[config.mk]
export PLATFORM = sky130hd
export DESIGN_NAME = estimador_pipe_mux
export DESIGN_NICKNAME = d
export VERILOG_FILES = /design/src/rtl/estimador_mux_pkg.sv /design/src/rtl/estimador_mux_level.sv /design/src/rtl/estimador_pipe_mux.sv
export SDC_FILE = /design/constraint.sdc
export NUM_CORES = 1
export LEC_CHECK = 0
export ABC_AREA = 1
export ABC_CLOCK_PERIOD_IN_PS = 800
export BUFFER_PORTS_ARGS = -buffer_cell sky130_fd_sc_hd__clkbuf_2
export CAP_MARGIN = 20
export CORE_MARGIN = 3
export CORE_UTILIZATION = 39
export DETAILED_ROUTE_END_ITERATION = 12
export PLACE_DENSITY = 0.84
export SETUP_SLACK_MARGIN = 0.4
export SYNTH_ARGS = -nofsm -noshare
export SYNTH_HDL_FRONTEND = slang
export SYNTH_SLANG_ARGS = --single-unit
[constraint.sdc]
create_clock -name ap_clk -period 0.8 [get_ports ap_clk]
set_input_delay 0.08 -clock ap_clk [delete_from_list [all_inputs] [get_ports ap_clk]]
set_output_delay 0.08 -clock ap_clk [all_outputs]
set_load 0.05 [all_outputs]
[src/rtl/estimador_mux_pkg.sv]
// Shared helpers for the estimador pipelined mux: tree sizing and pipeline register placement.
package estimador_mux_pkg;

  localparam int MAX_POS = 8;

  function automatic int clog2(input int n);
    int r = 0;
    int v = 1;
    while (v < n) begin
      v = v * 2;
      r = r + 1;
    end
    return r;
  endfunction

  function automatic int levels(input int n);
    int v = n;
    int d = 0;
    while (v > 1) begin
      v = (v + 1) / 2;
      d = d + 1;
    end
    return d;
  endfunction

  function automatic int nodes_at(input int n, input int lvl);
    int v = n;
    for (int i = 0; i < lvl; i++) v = (v + 1) / 2;
    return v;
  endfunction

  // Bit 0 is an input register, bit j+1 a register after level j; filled from the output backwards.
  function automatic logic [MAX_POS-1:0] stage_flags(input int lvls, input int num_stage);
    logic [MAX_POS-1:0] f = '0;
    for (int p = 0; p <= lvls && p < MAX_POS; p++) begin
      if (p > lvls - num_stage) f[p] = 1'b1;
    end
    return f;
  endfunction

endpackage

[src/rtl/estimador_mux_level.sv]
// One level of the selection tree: pairwise 2:1 muxes steered by src_sel[0], optionally registered.
module estimador_mux_level #(
  parameter int DATA_W = 32,
  parameter int N_IN   = 3,
  parameter int SEL_W  = 2,
  parameter bit REG    = 1'b1
) (
  input  logic                              ap_clk,
  input  logic                              ap_rst,
  input  logic                              ce,
  input  logic                              src_vld,
  input  logic [N_IN*DATA_W-1:0]            src_data,
  input  logic [SEL_W-1:0]                  src_sel,
  output logic                              res_vld,
  output logic [((N_IN+1)/2)*DATA_W-1:0]    res_data,
  output logic [SEL_W-1:0]                  res_sel
);

  localparam int N_OUT = (N_IN + 1) / 2;

  logic [N_OUT*DATA_W-1:0] mux_data;

  // The last node of an odd-sized level has no partner and passes straight through.
  for (genvar k = 0; k < N_OUT; k++) begin : g_node
    if (2 * k + 1 < N_IN) begin : g_pair
      assign mux_data[k*DATA_W +: DATA_W] = src_sel[0] ? src_data[(2*k+1)*DATA_W +: DATA_W]
                                                       : src_data[(2*k)*DATA_W +: DATA_W];
    end else begin : g_pass
      assign mux_data[k*DATA_W +: DATA_W] = src_data[(2*k)*DATA_W +: DATA_W];
    end
  end

  if (REG) begin : g_reg
    // Bubbles advance the valid bit only, so data and sel stay quiet between samples.
    always_ff @(posedge ap_clk or posedge ap_rst) begin
      if (ap_rst) begin
        res_vld  <= 1'b0;
        res_data <= '0;
        res_sel  <= '0;
      end else if (ce) begin
        res_vld <= src_vld;
        if (src_vld) begin
          res_data <= mux_data;
          res_sel  <= src_sel >> 1;
        end
      end
    end
  end else begin : g_wire
    logic ctl_unused;
    assign ctl_unused = ap_clk ^ ap_rst ^ ce;
    assign res_vld    = src_vld;
    assign res_data   = mux_data;
    assign res_sel    = src_sel >> 1;
  end

endmodule

[src/rtl/estimador_pipe_mux.sv]
// Pipelined NUM_IN:1 mux built as a binary tree of estimador_mux_level stages.
// Define ESTIMADOR_MUX_SEL_CHECK_EN to add the sticky sel_err flag and zero out-of-range samples.
module estimador_pipe_mux
  import estimador_mux_pkg::*;
#(
  parameter int DATA_W    = 32,
  parameter int NUM_IN    = 3,
  parameter int NUM_STAGE = 1,
  parameter int SEL_W     = clog2(NUM_IN)
) (
  input  logic                     ap_clk,
  input  logic                     ap_rst,
  input  logic                     ce,
  input  logic                     din_vld,
  input  logic [NUM_IN*DATA_W-1:0] din,
  input  logic [SEL_W-1:0]         sel,
  output logic [DATA_W-1:0]        dout,
  output logic                     dout_vld
`ifdef ESTIMADOR_MUX_SEL_CHECK_EN
  ,
  output logic                     sel_err
`endif
);

  localparam logic [MAX_POS-1:0] REG_AT = stage_flags(SEL_W, NUM_STAGE);

  if (NUM_IN < 2 || NUM_IN > 16) begin : g_bad_num_in
    $fatal(1, "estimador_pipe_mux: NUM_IN must be within 2..16");
  end
  if (NUM_STAGE < 1 || NUM_STAGE > SEL_W + 1) begin : g_bad_num_stage
    $fatal(1, "estimador_pipe_mux: NUM_STAGE must be within 1..SEL_W+1");
  end
  if (SEL_W != clog2(NUM_IN) || SEL_W != levels(NUM_IN)) begin : g_bad_sel_w
    $fatal(1, "estimador_pipe_mux: SEL_W is derived from NUM_IN and must not be overridden");
  end

  logic [NUM_IN*DATA_W-1:0] tree_din;
  logic [NUM_IN*DATA_W-1:0] s0_data;
  logic                     s0_vld;
  logic [SEL_W-1:0]         s0_sel;

`ifdef ESTIMADOR_MUX_SEL_CHECK_EN
  logic sel_bad;
  assign sel_bad  = int'(sel) >= NUM_IN;
  // Masking the whole input makes the tree's pass-through result zero for a bad sel.
  assign tree_din = sel_bad ? '0 : din;

  always_ff @(posedge ap_clk or posedge ap_rst) begin
    if (ap_rst) sel_err <= 1'b0;
    else if (ce && din_vld && sel_bad) sel_err <= 1'b1;
  end
`else
  assign tree_din = din;
`endif

  if (REG_AT[0]) begin : g_in_reg
    always_ff @(posedge ap_clk or posedge ap_rst) begin
      if (ap_rst) begin
        s0_vld  <= 1'b0;
        s0_data <= '0;
        s0_sel  <= '0;
      end else if (ce) begin
        s0_vld <= din_vld;
        if (din_vld) begin
          s0_data <= tree_din;
          s0_sel  <= sel;
        end
      end
    end
  end else begin : g_in_wire
    assign s0_vld  = din_vld;
    assign s0_data = tree_din;
    assign s0_sel  = sel;
  end

  for (genvar j = 0; j < SEL_W; j++) begin : g_lvl
    localparam int N_IN_J  = nodes_at(NUM_IN, j);
    localparam int N_OUT_J = nodes_at(NUM_IN, j + 1);

    logic [N_IN_J*DATA_W-1:0]  src_data;
    logic                      src_vld;
    logic [SEL_W-1:0]          src_sel;
    logic [N_OUT_J*DATA_W-1:0] res_data;
    logic                      res_vld;
    logic [SEL_W-1:0]          res_sel;

    if (j == 0) begin : g_first
      assign src_data = s0_data;
      assign src_vld  = s0_vld;
      assign src_sel  = s0_sel;
    end else begin : g_next
      assign src_data = g_lvl[j-1].res_data;
      assign src_vld  = g_lvl[j-1].res_vld;
      assign src_sel  = g_lvl[j-1].res_sel;
    end

    estimador_mux_level #(
      .DATA_W(DATA_W),
      .N_IN  (N_IN_J),
      .SEL_W (SEL_W),
      .REG   (REG_AT[j+1])
    ) u_level (
      .ap_clk  (ap_clk),
      .ap_rst  (ap_rst),
      .ce      (ce),
      .src_vld (src_vld),
      .src_data(src_data),
      .src_sel (src_sel),
      .res_vld (res_vld),
      .res_data(res_data),
      .res_sel (res_sel)
    );
  end

  logic [SEL_W-1:0] sel_unused;
  assign sel_unused = g_lvl[SEL_W-1].res_sel;
  assign dout       = g_lvl[SEL_W-1].res_data;
  assign dout_vld   = g_lvl[SEL_W-1].res_vld;

endmodule

Word level (Yosys, flattened, before mapping)
Index checks and enable logic that the tools add are counted.
{"block": "word_totals", "ff_bits": 33, "inputBits": 102, "output_inout_bits": 33, "wordCells": 5}
{"block": "op_classes", "muxes": 2, "n_reduce_logical": 1}
{"operator": "32-bit 2-to-1 mux", "n": 2}
{"operator": "2-bit AND reduction", "n": 1}

Longest topological paths before layout
{"block": "logic_depth", "depth_word": 2, "mapped_depth": 7}

Hierarchy
From an unflattened synthesis, not the netlist that was laid out.
{"block": "unflattened", "cells_unflattened": 390, "area_unflattened_um2": 2603.7}
{"mod": "estimador_mux_level at g_lvl[1].u_level", "instances": 1, "cells_each": 250, "area_each_um2": 1845.5, "seq_area_each_um2": 850.8}
{"mod": "estimador_mux_level at g_lvl[0].u_level", "instances": 1, "cells_each": 140, "area_each_um2": 758.2, "seq_area_each_um2": 0.0}

Least setup slack after synthesis
No wires, ideal clock.
{"block": "synth_timing", "path_kind": "register to register", "from": "register g_lvl[1].u_level.res_vld (netlist name)", "to": "register g_lvl[1].u_level.res_vld", "setup_time_ps": 76, "t_arrival_ps": 786, "setup_slack_ps": -62, "stages_incl_launch_ff": 3, "path_buffers": 0, "cell_sequence": "dfrtp_1 > inv_1 > o21ai_1"}
{"element": "end signal, assigned", "line": "estimador_mux_level.sv:41", "source": "res_vld <= src_vld;"}
{"element": "end, declared", "line": "estimador_mux_level.sv:14", "source": "output logic res_vld,"}

Worst setup path after layout
{"block": "layout_timing", "from": "register g_lvl[1].u_level.res_vld", "to": "output port dout_vld"}
{"element": "end, declared", "line": "estimador_pipe_mux.sv:18", "source": "output logic dout_vld"}
No word-level cell between the ends.

==> results.txt <==
Vias -> 2449
Critical Path Start -> g_lvl[1].u_level.res_vld$_DFFE_PP0P_
Slew HR -> 0.780
Mean instance size in the synthesized netlist -> 6.64 sq um
Top cell type by total area after synthesis -> sky130_fd_sc_hd__dfrtp_1
Most common cell in the netlist -> sky130_fd_sc_hd__nand2_1
Remaining antenna violation count -> 0
Classification of the worst setup path -> reg -> out
Top-area cell type share of the netlist area -> 0.394
Ranking of synthesized cells by area -> sky130_fd_sc_hd__dfrtp_1, sky130_fd_sc_hd__nand2_1, sky130_fd_sc_hd__nand3_1
Worst hold margin -> -188 ps
Most common flop cell mapped by yosys -> sky130_fd_sc_hd__dfrtp_1
Antenna fix cells -> 0
GR met1 Demand/Resource -> 0.222
Post-Syn Nets -> 418
Antenna violations before repair -> 0
Required time reported for the critical path endpoint -> 720 ps
Sinks on the clock net -> 33
IR Drop Worst-Case VDD -> 1000 uV
Drt wl/cell -> 11.7 microns
Synth Cell Area -> 2100 sq um
Count of unresolved DRC violations after routing -> 0
Max Cap Violations -> 0
Syn Inst Count -> 316
Share of flip-flops with an asynchronous set or reset -> 1.00
Total half-perimeter wirelength after legalization and detailed placement -> 4.50 mm
Count of flip-flops with a built-in enable after synthesis -> 0
Instance area after placement -> 2880 sq um
Slew at the pin with the worst max-slew slack -> 331 ps
Placer's final routability congestion estimate -> 0.757
CTS H-tree lvls -> 2
All-Layer GR Usage -> 0.199
Biggest cell delay along the critical path -> 430 ps
Synth-to-layout area growth -> 59.9%
Die width -> 79.4 microns
Sequential cell area fraction in the yosys report -> 0.394
CP Cell Sequence -> buf_8
Footprint of the multi-input gates -> 1030 sq um
Number of distinct library cells after synthesis -> 11
Reg clk slew, reported paths -> 70 ps
Final wirelength -> 6.07 mm
I/O Buffers -> 134
Final cycle utilization of the critical path -> 1.18
Kind of launch point of the worst setup path -> flop
Highest net fanout along the worst path -> 2
Count of final max-slew check failures -> 0
Final Hold Viols -> 33
Clock tree from TritonCTS -> built
Violated checks -> negative hold slack, negative setup slack
Largest net degree at the start of global routing -> 35
Setup repair after global routing missed its margin -> true
Design Power -> 0.00599 W
Cell with the largest stage delay on the worst path -> sky130_fd_sc_hd__dfrtp_2
Final Instance Area -> 3350 sq um
Type of the most critical hold path -> in -> async
Lkg Pwr -> 1.88 nW
Kind of cell adding the most delay to the critical path -> flip-flops
Reg2reg start -> g_lvl[1].u_level.res_data[6]$_DFFE_PP0P_
Area used by sequential logic in the layout -> 867 sq um
Fin Clk Skew -> 0 ps
Clock root buffer -> sky130_fd_sc_hd__clkbuf_8
Effective utilization at floorplan -> 0.408
Setup crit end kind -> primary output
Max clock buf depth -> 2
First-pass GRT wire length -> 9.91 mm
Clock insertion delay at the later pin of the skew report -> 270 ps
Number of buffer and inverter stages on the critical path -> 1
Core Region -> 5140 sq um
Synth warnings -> 0
Filler instances -> 438
Top cells by count, synth -> sky130_fd_sc_hd__nand2_1, sky130_fd_sc_hd__inv_1, sky130_fd_sc_hd__dfrtp_1
Placement row count -> 26
Crit path arrival time -> 860 ps
Outcome -> finished with violations
Fraction of final layout cells sized beyond drive strength 1 -> 0.485
Vias in the first global route -> 2309
Fmax -> 1060 MHz
Total of flip-flops plus latches after synthesis -> 33
Number of placed I/O pins -> 135
Setup WS pre-CTS -> -196 ps
Number of buffers added by the clock tree synthesis step -> 5
Worst setup slack after layout -> -140 ps
Global routing usage on met3 -> 0.0544
Setup-failing EPs final -> 33
Global route overflow -> 0
Via-per-instance ratio -> 4.74
Number of detailed-routing iterations run before antenna repair -> 4
Die area -> 6300 sq um
Power Density -> 1790 nW/um^2
Global-route met2 utilization -> 0.363
Net count, final -> 548
Iteration-0 DRC Markers -> 60
Total negative slack for setup checks -> -4290 ps
Highest-utilization routing layer at the global route stage -> met2
Vertical die dimension -> 79.4 microns
Final critical path time including I/O delays and setup -> 940 ps
-- registers in the layout (all words and copies together) (netlist names) --
name                    count
g_lvl.u_level.res_data     32
g_lvl.u_level.res_vld       1
-- worst min-delay path, delay by kind of cell --
kind	cells	cell delay, ps
buffers and inverters	3	370
-- placed cells by master, fill, tap and decap left out, drive strengths merged --
| cell type | Yosys | layout |
|---|---|---|
| clkinvlp | 0 | 1 |
| clkinv | 0 | 2 |
| inv | 36 | 35 |
| dfrtp | 33 | 33 |
| buf | 21 | 43 |
| o21ai | 1 | 1 |
| a21oi | 32 | 32 |
| clkbuf | 0 | 107 |
| nand3 | 32 | 32 |
| nand2 | 161 | 161 |
-- cells by family (layout without fill, tap and decap cells) --
logic type	after synthesis	count (layout)	synth area share
simple gates	193	193	0.364
buf+inv	57	188	0.133
compound gates	33	33	0.109
flops	33	33	0.394
-- final cells by class --
class,count,share of cell area
Timing Repair Buffer,144,0.342
Multi-Input combinational cell,226,0.307
Sequential cell,33,0.258
Inverter,36,0.0421
Tap cell,70,0.0261
Clock buffer,6,0.0216
Clock inverter,2,0.00298
-- metrics by stage --
step	instances	util	hold WS [ps]
3_3_place_gp	507	0.561	114
4_1_cts	515	0.634	-189
6_report	517	0.653	-188
5_1_grt	517	0.653	-189
3_5_place_dp	507	0.561	114
2_1_floorplan	316	-	14.6
-- power by group --
part / total (W) / switching [W] / internal (W)
Clock: 0.00117 / 0.000568 / 0.000602
Sequential: 0.00219 / 0.000235 / 0.00196
Combinational: 0.00263 / 0.00151 / 0.00112
Total: 0.00599 / 0.00232 / 0.00367
-- worst paths after layout --
check                                                       endpoint  slack (ps)  depth (start not counted)
setup / recovery                                            dout_vld        -140                          1
hold / removal             g_lvl[1].u_level.res_data[15]$_DFFE_PP0P_        -190                          3
setup reg to reg            g_lvl[1].u_level.res_data[6]$_DFFE_PP0P_          50                          3
hold reg to reg            g_lvl[1].u_level.res_data[12]$_DFFE_PP0P_         500                          2
max in group asynchronous  g_lvl[1].u_level.res_data[19]$_DFFE_PP0P_         800                          3
min in group ap_clk             g_lvl[1].u_level.res_vld$_DFFE_PP0P_           0                          2
-- per-layer routing --
layer | vias up | share of wire
met3 | 12 | 0.080
met2 | 112 | 0.52
met4 | 0 | 0.015
met5 | - | 0
met1 | 1106 | 0.39
li1 | 1219 | -
-- what timing repair did --
action,in CTS,in global routing
endpoints found under the hold margin,33,34
gates resized for setup,68,47
pin swaps,0,3
setup buffers,0,2
setup endpoints to repair,66,66
Power figures use the tool's default switching activity.
